===== src/rtl/serial_pad_reader.sv =====
// Polls NUM_CONTROLLERS NES/SNES-style serial pads in parallel: latch strobe, shifted serial clock, inverted capture.
// Optional macro CONTROLLER_PRESS_DETECT_EN adds one-cycle newly-pressed flags alongside each published sample.
`timescale 1ns/1ps
module serial_pad_reader #(
    parameter int NUM_CONTROLLERS     = 2,
    parameter int BITS_PER_CONTROLLER = 8,
    parameter int CLK_DIV             = 4,
    parameter int LATCH_PULSE_WIDTH   = 2
) (
    input  logic                                           clk,
    input  logic                                           rst,
    input  logic                                           start_fetch_i,
    output logic                                           busy_o,
    output logic                                           done_o,
    output logic                                           clk_o,
    output logic                                           latch_o,
    input  logic [NUM_CONTROLLERS-1:0]                     serial_LIST_ni,
    output logic [BITS_PER_CONTROLLER*NUM_CONTROLLERS-1:0] data_LIST_o,
    output logic [BITS_PER_CONTROLLER*NUM_CONTROLLERS-1:0] pressed_LIST_o
);

    localparam int B       = BITS_PER_CONTROLLER;
    localparam int W       = BITS_PER_CONTROLLER * NUM_CONTROLLERS;
    localparam int PER_MAX = (LATCH_PULSE_WIDTH > B) ? LATCH_PULSE_WIDTH : B;
    localparam int PW      = (PER_MAX > 1) ? $clog2(PER_MAX) : 1;
    localparam int DW      = (CLK_DIV > 1) ? $clog2(CLK_DIV) : 1;

    localparam logic [DW-1:0] DIV_LAST = DW'(CLK_DIV - 1);
    localparam logic [PW-1:0] LAT_LAST = PW'(LATCH_PULSE_WIDTH - 1);
    localparam logic [PW-1:0] SH_LAST  = PW'(B - 1);

    typedef enum logic [1:0] {
        ST_IDLE,
        ST_LATCH,
        ST_SHIFT,
        ST_DONE
    } state_t;

    state_t          state_q, state_d;
    logic [DW-1:0]   div_q, div_d;
    logic            phase_q, phase_d;
    logic [PW-1:0]   per_q, per_d;
    logic [PW-1:0]   per_last;
    logic            clk_q, clk_d;
    logic            latch_q, latch_d;
    logic            done_q, done_d;
    logic [W-1:0]    data_q, data_d;
    logic [W-1:0]    shift_all;
    logic            sample_en;

    // Both LATCH and SHIFT are counted in whole clk_o periods: div -> half-period, phase -> half, per -> period.
    always_comb begin
        state_d  = state_q;
        div_d    = div_q;
        phase_d  = phase_q;
        per_d    = per_q;
        per_last = (state_q == ST_LATCH) ? LAT_LAST : SH_LAST;
        case (state_q)
            ST_IDLE: begin
                if (start_fetch_i) begin
                    state_d = ST_LATCH;
                    div_d   = '0;
                    phase_d = 1'b0;
                    per_d   = '0;
                end
            end
            ST_LATCH, ST_SHIFT: begin
                if (div_q == DIV_LAST) begin
                    div_d = '0;
                    if (phase_q) begin
                        phase_d = 1'b0;
                        if (per_q == per_last) begin
                            per_d   = '0;
                            state_d = (state_q == ST_LATCH) ? ST_SHIFT : ST_DONE;
                        end else begin
                            per_d = per_q + 1'b1;
                        end
                    end else begin
                        phase_d = 1'b1;
                    end
                end else begin
                    div_d = div_q + 1'b1;
                end
            end
            ST_DONE: state_d = ST_IDLE;
            default: state_d = ST_IDLE;
        endcase

        clk_d   = (state_d == ST_SHIFT) && phase_d;
        latch_d = (state_d == ST_LATCH);
        done_d  = (state_d == ST_DONE);
        data_d  = done_d ? shift_all : data_q;
    end

    // Capture on the final cycle of each low half, just before the pad sees the rising edge.
    assign sample_en = (state_q == ST_SHIFT) && !phase_q && (div_q == DIV_LAST);

    always_ff @(posedge clk or posedge rst) begin
        if (rst) begin
            state_q <= ST_IDLE;
            div_q   <= '0;
            phase_q <= 1'b0;
            per_q   <= '0;
            clk_q   <= 1'b0;
            latch_q <= 1'b0;
            done_q  <= 1'b0;
            data_q  <= '0;
        end else begin
            state_q <= state_d;
            div_q   <= div_d;
            phase_q <= phase_d;
            per_q   <= per_d;
            clk_q   <= clk_d;
            latch_q <= latch_d;
            done_q  <= done_d;
            data_q  <= data_d;
        end
    end

    genvar gi;
    generate
        for (gi = 0; gi < NUM_CONTROLLERS; gi++) begin : g_pad
            logic [B-1:0] pad_q, pad_d;
            logic [B-1:0] pad_shifted;

            if (B == 1) begin : g_one
                assign pad_shifted = ~serial_LIST_ni[gi];
            end else begin : g_many
                assign pad_shifted = {pad_q[B-2:0], ~serial_LIST_ni[gi]};
            end

            always_comb begin
                pad_d = sample_en ? pad_shifted : pad_q;
            end

            always_ff @(posedge clk or posedge rst) begin
                if (rst) begin
                    pad_q <= '0;
                end else begin
                    pad_q <= pad_d;
                end
            end

            assign shift_all[gi*B +: B] = pad_q;
        end
    endgenerate

`ifdef CONTROLLER_PRESS_DETECT_EN
    logic [W-1:0] pressed_q, pressed_d;

    always_comb begin
        pressed_d = done_d ? (shift_all & ~data_q) : '0;
    end

    always_ff @(posedge clk or posedge rst) begin
        if (rst) begin
            pressed_q <= '0;
        end else begin
            pressed_q <= pressed_d;
        end
    end

    assign pressed_LIST_o = pressed_q;
`else
    assign pressed_LIST_o = '0;
`endif

    assign busy_o      = (state_q != ST_IDLE);
    assign done_o      = done_q;
    assign clk_o       = clk_q;
    assign latch_o     = latch_q;
    assign data_LIST_o = data_q;

endmodule


===== config.mk =====
export PLATFORM = sky130hd
export DESIGN_NAME = serial_pad_reader
export DESIGN_NICKNAME = d
export VERILOG_FILES = /design/src/rtl/serial_pad_reader.sv
export SDC_FILE = /design/constraint.sdc
export NUM_CORES = 1
export LEC_CHECK = 0
export CAP_MARGIN = 10
export CORE_ASPECT_RATIO = 1.75
export CORE_MARGIN = 2
export CORE_UTILIZATION = 35
export DETAILED_ROUTE_END_ITERATION = 10
export PLACE_DENSITY_LB_ADDON = 0.3
export SLEW_MARGIN = 5
export SYNTH_ARGS = -nofsm -noshare
export SYNTH_HDL_FRONTEND = slang
export SYNTH_SLANG_ARGS = --single-unit

===== constraint.sdc =====
create_clock -name clk -period 2 [get_ports clk]
set_input_delay 0.5 -clock clk [delete_from_list [all_inputs] [get_ports clk]]
set_output_delay 0.5 -clock clk [all_outputs]
set_load 0.02 [all_outputs]

== Yosys cells after proc, flatten, opt, wreduce, memory -nomap -nowiden ==
Index checks and enable logic that the tools add are counted.

* Add/sub/neg operators: 2
* Equal/unequal tests: 11
* Multiplexer cells: 19
* Bitwise logic cells: 2
* Reductions and logical operators: 10

{| class="wikitable"
|+ Operators by type and width
! cell !! count
|-
| 3-bit 2-to-1 mux || 5
|-
| 2-bit 2-to-1 mux || 6
|-
| 2-bit == test, second input constant || 5
|-
| 2-bit != test, second input constant || 3
|-
| 2-bit one-hot mux with 3 select lines || 1
|-
| 3-bit one-hot mux with 2 select lines || 1
|-
| 2-bit by 1-bit == test with 1-bit output, second input constant || 2
|-
| 1-bit 2-to-1 mux || 4
|-
| 2-bit one-hot mux with 2 select lines || 1
|-
| 4-bit AND reduction || 1
|-
| 2-bit nonzero test || 2
|-
| 3-bit by 1-bit adder with 3-bit output, second input constant || 1
|-
| 3-bit == test || 1
|-
| 1-bit logical AND || 3
|-
| 2-bit by 1-bit adder with 2-bit output, second input constant || 1
|-
| 2-bit logical NOT || 1
|-
| 1-bit inverter || 2
|-
| 1-bit one-hot mux with 2 select lines || 1
|-
| 2-bit AND reduction || 1
|-
| 2-bit OR reduction || 1
|-
| 1-bit logical NOT || 1
|}

* Flip-flop bits (word level): 43
* Input port bits: 5
* Output and inout bits: 36
* Logic and storage cells: 54

== Longest topological paths before layout ==
* Depth in word-level cells: 9
* Mapped depth: 8
* Mapped depth without buffers: 6

== Least setup slack after synthesis ==
OpenSTA, ideal clock, no wires.

* Path kind: reg2reg
* Start point: register state_q[0]
* End point: register data_q[0], in the netlist data_LIST_o[0]
* Data arrival time: 1812 ps
* Required time: 1875 ps
* Setup slack: 63 ps
* Stages on the path, launching flop included: 9
* Clock period less this slack: 1937 ps
* Cell sequence: dfrtp_1 inv_1 ha_1 buf_6 nor2b_2 nand3_1 o21ai_4 buf_12 mux2_4

* Cells in the longest elaborated chain, start to end: 8
* Elaborated cells on any way between the ends: 14
* Classes of those cells: 5 x eq/ne; 7 x mux; 2 x reduce/logical

{| class="wikitable"
|+ RTL lines
! item !! line !! RTL
|-
| start: declaration || 39 || <nowiki>state_t state_q, state_d;</nowiki>
|-
| start signal: assignment || 109 || <nowiki>state_q <= state_d;</nowiki>
|-
| 2-bit by 1-bit == test with 1-bit output || 57, 58, 74 ||
|-
| 3-bit 2-to-1 mux || 57 || <nowiki>per_last = (state_q == ST_LATCH) ? LAT_LAST : SH_LAST;</nowiki>
|-
| 3-bit == test || 72 || <nowiki>if (per_q == per_last) begin</nowiki>
|-
| 2-bit 2-to-1 mux || 72 ||
|-
| 2-bit 2-to-1 mux || 70 || <nowiki>if (phase_q) begin</nowiki>
|-
| 2-bit 2-to-1 mux || 68 || <nowiki>if (div_q == DIV_LAST) begin</nowiki>
|-
| 2-bit one-hot mux with 3 select lines (*) || 58 || <nowiki>case (state_q)</nowiki>
|-
| 2-bit == test (*) || 91 || <nowiki>done_d = (state_d == ST_DONE);</nowiki>
|-
| named net done_d || 46 || <nowiki>logic done_q, done_d;</nowiki>
|-
| end signal: assignment || 116 || <nowiki>data_q <= data_d;</nowiki>
|-
| end: declaration || 47 || <nowiki>logic [W-1:0] data_q, data_d;</nowiki>
|}

Mark *: on every way through the listed nets, which the timed path passes. The rest lies on a longest branch.
A chain may end at the register's enable or synchronous reset.

== Worst setup path after layout ==
* Start point: register state_q[0]
* End point: register data_q[7], in the netlist data_LIST_o[7]

* Cells in the longest elaborated chain, start to end: 8
* Elaborated cells on any way between the ends: 14
* Classes of those cells: 5 x eq/ne; 7 x mux; 2 x reduce/logical

{| class="wikitable"
|+ RTL lines
! item !! line
|-
| 2-bit by 1-bit == test with 1-bit output || 57, 58, 74
|-
| 3-bit 2-to-1 mux || 57
|-
| 3-bit == test || 72
|-
| 2-bit 2-to-1 mux || 72
|-
| 2-bit 2-to-1 mux || 70
|-
| 2-bit 2-to-1 mux || 68
|-
| 2-bit one-hot mux with 3 select lines (*) || 58
|-
| 2-bit == test (*) || 91
|}

Every way passes the cells marked *; elsewhere a longest branch is shown, timed or not.

==> results.rst <==
.. list-table::
   :header-rows: 1

   * - Metric
     - Value
   * - Status
     - finished, final reports clean
   * - Antenna diode instance count
     - 0
   * - Pre-antenna DRT Iters
     - 4
   * - Setup violation total in the final timing report
     - 0
   * - Die width
     - between 60 and 70 um
   * - Number of synthesized flops with an enable pin
     - 0
   * - Wire length of the first global-routing pass
     - 5.69 mm
   * - Nets
     - about 200
   * - Crit start category
     - flip-flop
   * - Pin count of the biggest net entering global routing
     - 44
   * - Classification of the worst setup path
     - flip-flop to flip-flop
   * - Via-per-instance ratio
     - roughly 4.4
   * - Critical Path End Type
     - flip-flop
   * - CORE AREA
     - 5590 um2
   * - Share of layout cells above drive strength 1
     - 29.5%
   * - Ranking of synthesized cells by area
     - sky130_fd_sc_hd__dfrtp_1 53%, sky130_fd_sc_hd__mux2_2 12%, sky130_fd_sc_hd__mux2_4 6.7%
   * - Count of mapped cells out of synthesis
     - about 150
   * - Max VDD drop
     - 333 uV
   * - Worst setup skew after layout
     - 0.00278 ns
   * - Area of the multi-input gates
     - around 840 um2
   * - Final Cycle Share
     - 97.0%
   * - Area enclosed by the die boundary
     - 6420 um2
   * - Antenna Nets Post-Route
     - 0
   * - Required time at the endpoint of the critical path
     - 2.17 ns
   * - Half-perimeter wire length after detailed placement
     - around 2.6 mm
   * - Sequential cell area
     - 1080 um2
   * - Final WL
     - 3.47 mm
   * - Vertical die dimension
     - 105 um
   * - Proportion of netlist area held by the largest area contributor
     - 53.2%
   * - Maximum fanout count along the critical path
     - 17
   * - Final number of hold-violating endpoints
     - 0
   * - Combined global-route utilization of all metal layers
     - 11.5%
   * - FILL cells
     - 574
   * - Sum Neg Setup Slack
     - 0 ns
   * - Post-route DRC violation count
     - 0
   * - Number of vias after detailed routing
     - 1195
   * - Synth Warn #
     - 0
   * - Number of clock sinks
     - 43
   * - Vias in the first global route
     - 1316
   * - Leading cell type by number of instances after synthesis
     - sky130_fd_sc_hd__dfrtp_1
   * - Cell taking the most area after synthesis
     - sky130_fd_sc_hd__dfrtp_1
   * - Non-filler instance count after layout
     - 269
   * - Async set-reset flop share out of synthesis
     - 100%
   * - Insertion delay to the later sink of the worst-skew pair
     - 0.28 ns
   * - Power per standard cell area
     - slightly below 600 nW/um2
   * - Fin. max-slew vios
     - 0
   * - Number of buffers between clock root and the deepest sink
     - 2
   * - Cell row count
     - 36
   * - Final Power
     - 1.47 mW
   * - Post-synthesis cell area
     - 2020 um2
   * - I/O Pins
     - 41
   * - Area of all placed cells without fillers
     - 2480 um2
   * - Area after DPL
     - 2360 um2
   * - Port buffer count
     - 24
   * - Top cells by instance count after synthesis
     - 43 x sky130_fd_sc_hd__dfrtp_1, 21 x sky130_fd_sc_hd__mux2_2, 16 x sky130_fd_sc_hd__buf_4, 9 x sky130_fd_sc_hd__mux2_4, 7 x sky130_fd_sc_hd__nand2_1
   * - Kind of path behind the tightest hold check
     - flip-flop to flip-flop
   * - Synthesized flop and latch total
     - 43
   * - Starting utilization of the core area
     - 36.2%
   * - Arr. time, crit path
     - approximately 2.1 ns
   * - Prevailing post-synth register cell
     - sky130_fd_sc_hd__dfrtp_1
   * - Final Wtd Congestion
     - 0.839
   * - Htree depth
     - 2
   * - Max capacitance violation total
     - 0
   * - CTS tree
     - yes
   * - Share of synthesized area occupied by flip-flops and latches
     - 53.2%
   * - Shortest clock period the worst path allows after layout
     - between 1.5 and 2 ns
   * - Hold slack
     - 0.509 ns
   * - Count of unique library cells instantiated by Yosys
     - 35
   * - Upper clock frequency limit
     - 515 MHz
   * - Total congestion overflow
     - 0
   * - Cell chosen for the clock root
     - sky130_fd_sc_hd__clkbuf_8
   * - Per-cell routed wire length
     - 12.9 um
   * - Number of antenna violations at the first check in global routing
     - 0
   * - Static power due to leakage
     - 1.15 nW
   * - Clock buffer count from CTS
     - 5
   * - Drt initial violations
     - 50
   * - Area delta synth->final
     - 22.8%
   * - Clock edge transition at the registers on the reported setup and hold paths
     - 0.08 ns
   * - Mapped Avg Cell Area
     - 13.3 um2
   * - Count of placed standard cells including taps
     - 260
-- what timing repair did --
item,CTS,global route
gates resized for setup,2,2
endpoints found under the setup margin,17,11
pin swaps,1,0
hold buffers,0,0
buffers inserted,1,0
-- cell usage in the layout, fill, tap and decap left out, types with 2 or more instances in the layout --
| cell type | synthesis | final |
|---|---|---|
| sky130_fd_sc_hd__nand4_1 | 2 | 2 |
| sky130_fd_sc_hd__mux2_4 | 9 | 9 |
| sky130_fd_sc_hd__dfrtp_1 | 43 | 43 |
| sky130_fd_sc_hd__conb_1 | 1 | 16 |
| sky130_fd_sc_hd__nor3b_1 | 2 | 2 |
| sky130_fd_sc_hd__a21oi_1 | 2 | 2 |
| sky130_fd_sc_hd__clkbuf_8 | 0 | 5 |
| sky130_fd_sc_hd__mux2_2 | 21 | 21 |
| sky130_fd_sc_hd__mux2i_1 | 2 | 2 |
| sky130_fd_sc_hd__nand2_1 | 7 | 7 |
| sky130_fd_sc_hd__ha_1 | 6 | 5 |
| sky130_fd_sc_hd__clkdlybuf4s50_1 | 0 | 23 |
| sky130_fd_sc_hd__inv_1 | 6 | 6 |
| sky130_fd_sc_hd__nor3_1 | 2 | 2 |
| sky130_fd_sc_hd__nor2b_1 | 2 | 2 |
| sky130_fd_sc_hd__a32o_1 | 2 | 2 |
| sky130_fd_sc_hd__buf_12 | 1 | 2 |
| sky130_fd_sc_hd__buf_4 | 16 | 12 |
| sky130_fd_sc_hd__o21ai_0 | 6 | 6 |
| sky130_fd_sc_hd__or2b_1 | 2 | 2 |
| sky130_fd_sc_hd__nor2_1 | 3 | 3 |
-- per-layer routing --
metal	routed length [um]	track usage (%)	vias up
li1	-	-	572
met1	1310	11.7	598
met2	1990	21.4	21
met3	108	2.23	4
met4	57	4.41	0
met5	0	0	-
-- final cells by class --
type                       count  area share [%]
inverter                       6           0.907
clock buffer                   6            2.92
clock inverter                 2           0.504
sequential                    43            43.3
tap                           76            3.83
timing repair buffer          38            14.9
multi-input combinational     98            33.7
-- registers in the layout, indices dropped and copies added (netlist names) --
| signal | count |
|---|---|
| g_pad.pad_q | 16 |
| per_q | 3 |
| done_o | 1 |
| phase_q | 1 |
| div_q | 2 |
| latch_o | 1 |
| clk_o | 1 |
| data_LIST_o | 16 |
| state_q | 2 |
-- stage by stage --
| step | setup slack, ns | utilization, % |
|---|---|---|
| final | 0.0591 | 44.5 |
| after detailed placement | -0.197 | 42.3 |
| after CTS | 0.0325 | 44.3 |
| after global routing | -0.0000124 | 44.5 |
| after global placement | -0.144 | 42.3 |
| after floorplan | 0.0633 | - |
-- logic make-up (layout without fill, tap and decap cells) --
logic type,Yosys count,after routing,synth area share [%]
buffers and inverters,26,52,9.10
AOI/OAI and AO/OA,16,16,6.19
and+or+nand+nor,28,28,8.23
other,1,16,0.185
DFF,43,43,53.2
muxes,32,32,19.4
adders and majority gates,6,6,3.71
-- worst paths after layout --
| kind | startpoint | end | slack, ns | cells after the start |
|---|---|---|---|---|
| worst min register to register | data_LIST_o[12]$_DFFE_PP0N_ | data_LIST_o[12]$_DFFE_PP0N_ | 0.51 | 1 |
| max in group asynchronous | rst | g_pad[0].pad_q[1]$_DFFE_PP0P_ | 1.23 | 3 |
| min in group asynchronous | rst | g_pad[1].pad_q[7]$_DFFE_PP0P_ | 0.57 | 3 |
| worst min-delay path | data_LIST_o[12]$_DFFE_PP0N_ | data_LIST_o[12]$_DFFE_PP0N_ | 0.51 | 1 |
| worst max-delay path | state_q[0]$_DFF_PP0_ | data_LIST_o[7]$_DFFE_PP0N_ | 0.06 | 8 |
| worst max register to register | state_q[0]$_DFF_PP0_ | data_LIST_o[7]$_DFFE_PP0N_ | 0.06 | 8 |
-- worst max-delay path: stages (launching register included) --
cell and delay, ns:
sky130_fd_sc_hd__dfrtp_1 0.40, sky130_fd_sc_hd__inv_1 0.10, sky130_fd_sc_hd__ha_2 0.28, sky130_fd_sc_hd__nor2b_2 0.15
sky130_fd_sc_hd__buf_4 0.15, sky130_fd_sc_hd__a31oi_4 0.19, sky130_fd_sc_hd__o21ai_4 0.09, sky130_fd_sc_hd__buf_12 0.16
sky130_fd_sc_hd__mux2_4 0.30
-- where the power goes --
part	total, mW	switching [mW]	internal [mW]
registers	0.879	0.00432	0.875
clock network	0.526	0.282	0.244
logic	0.0642	0.0480	0.0162
total	1.47	0.334	1.13
(Power assumes the default switching activity.)
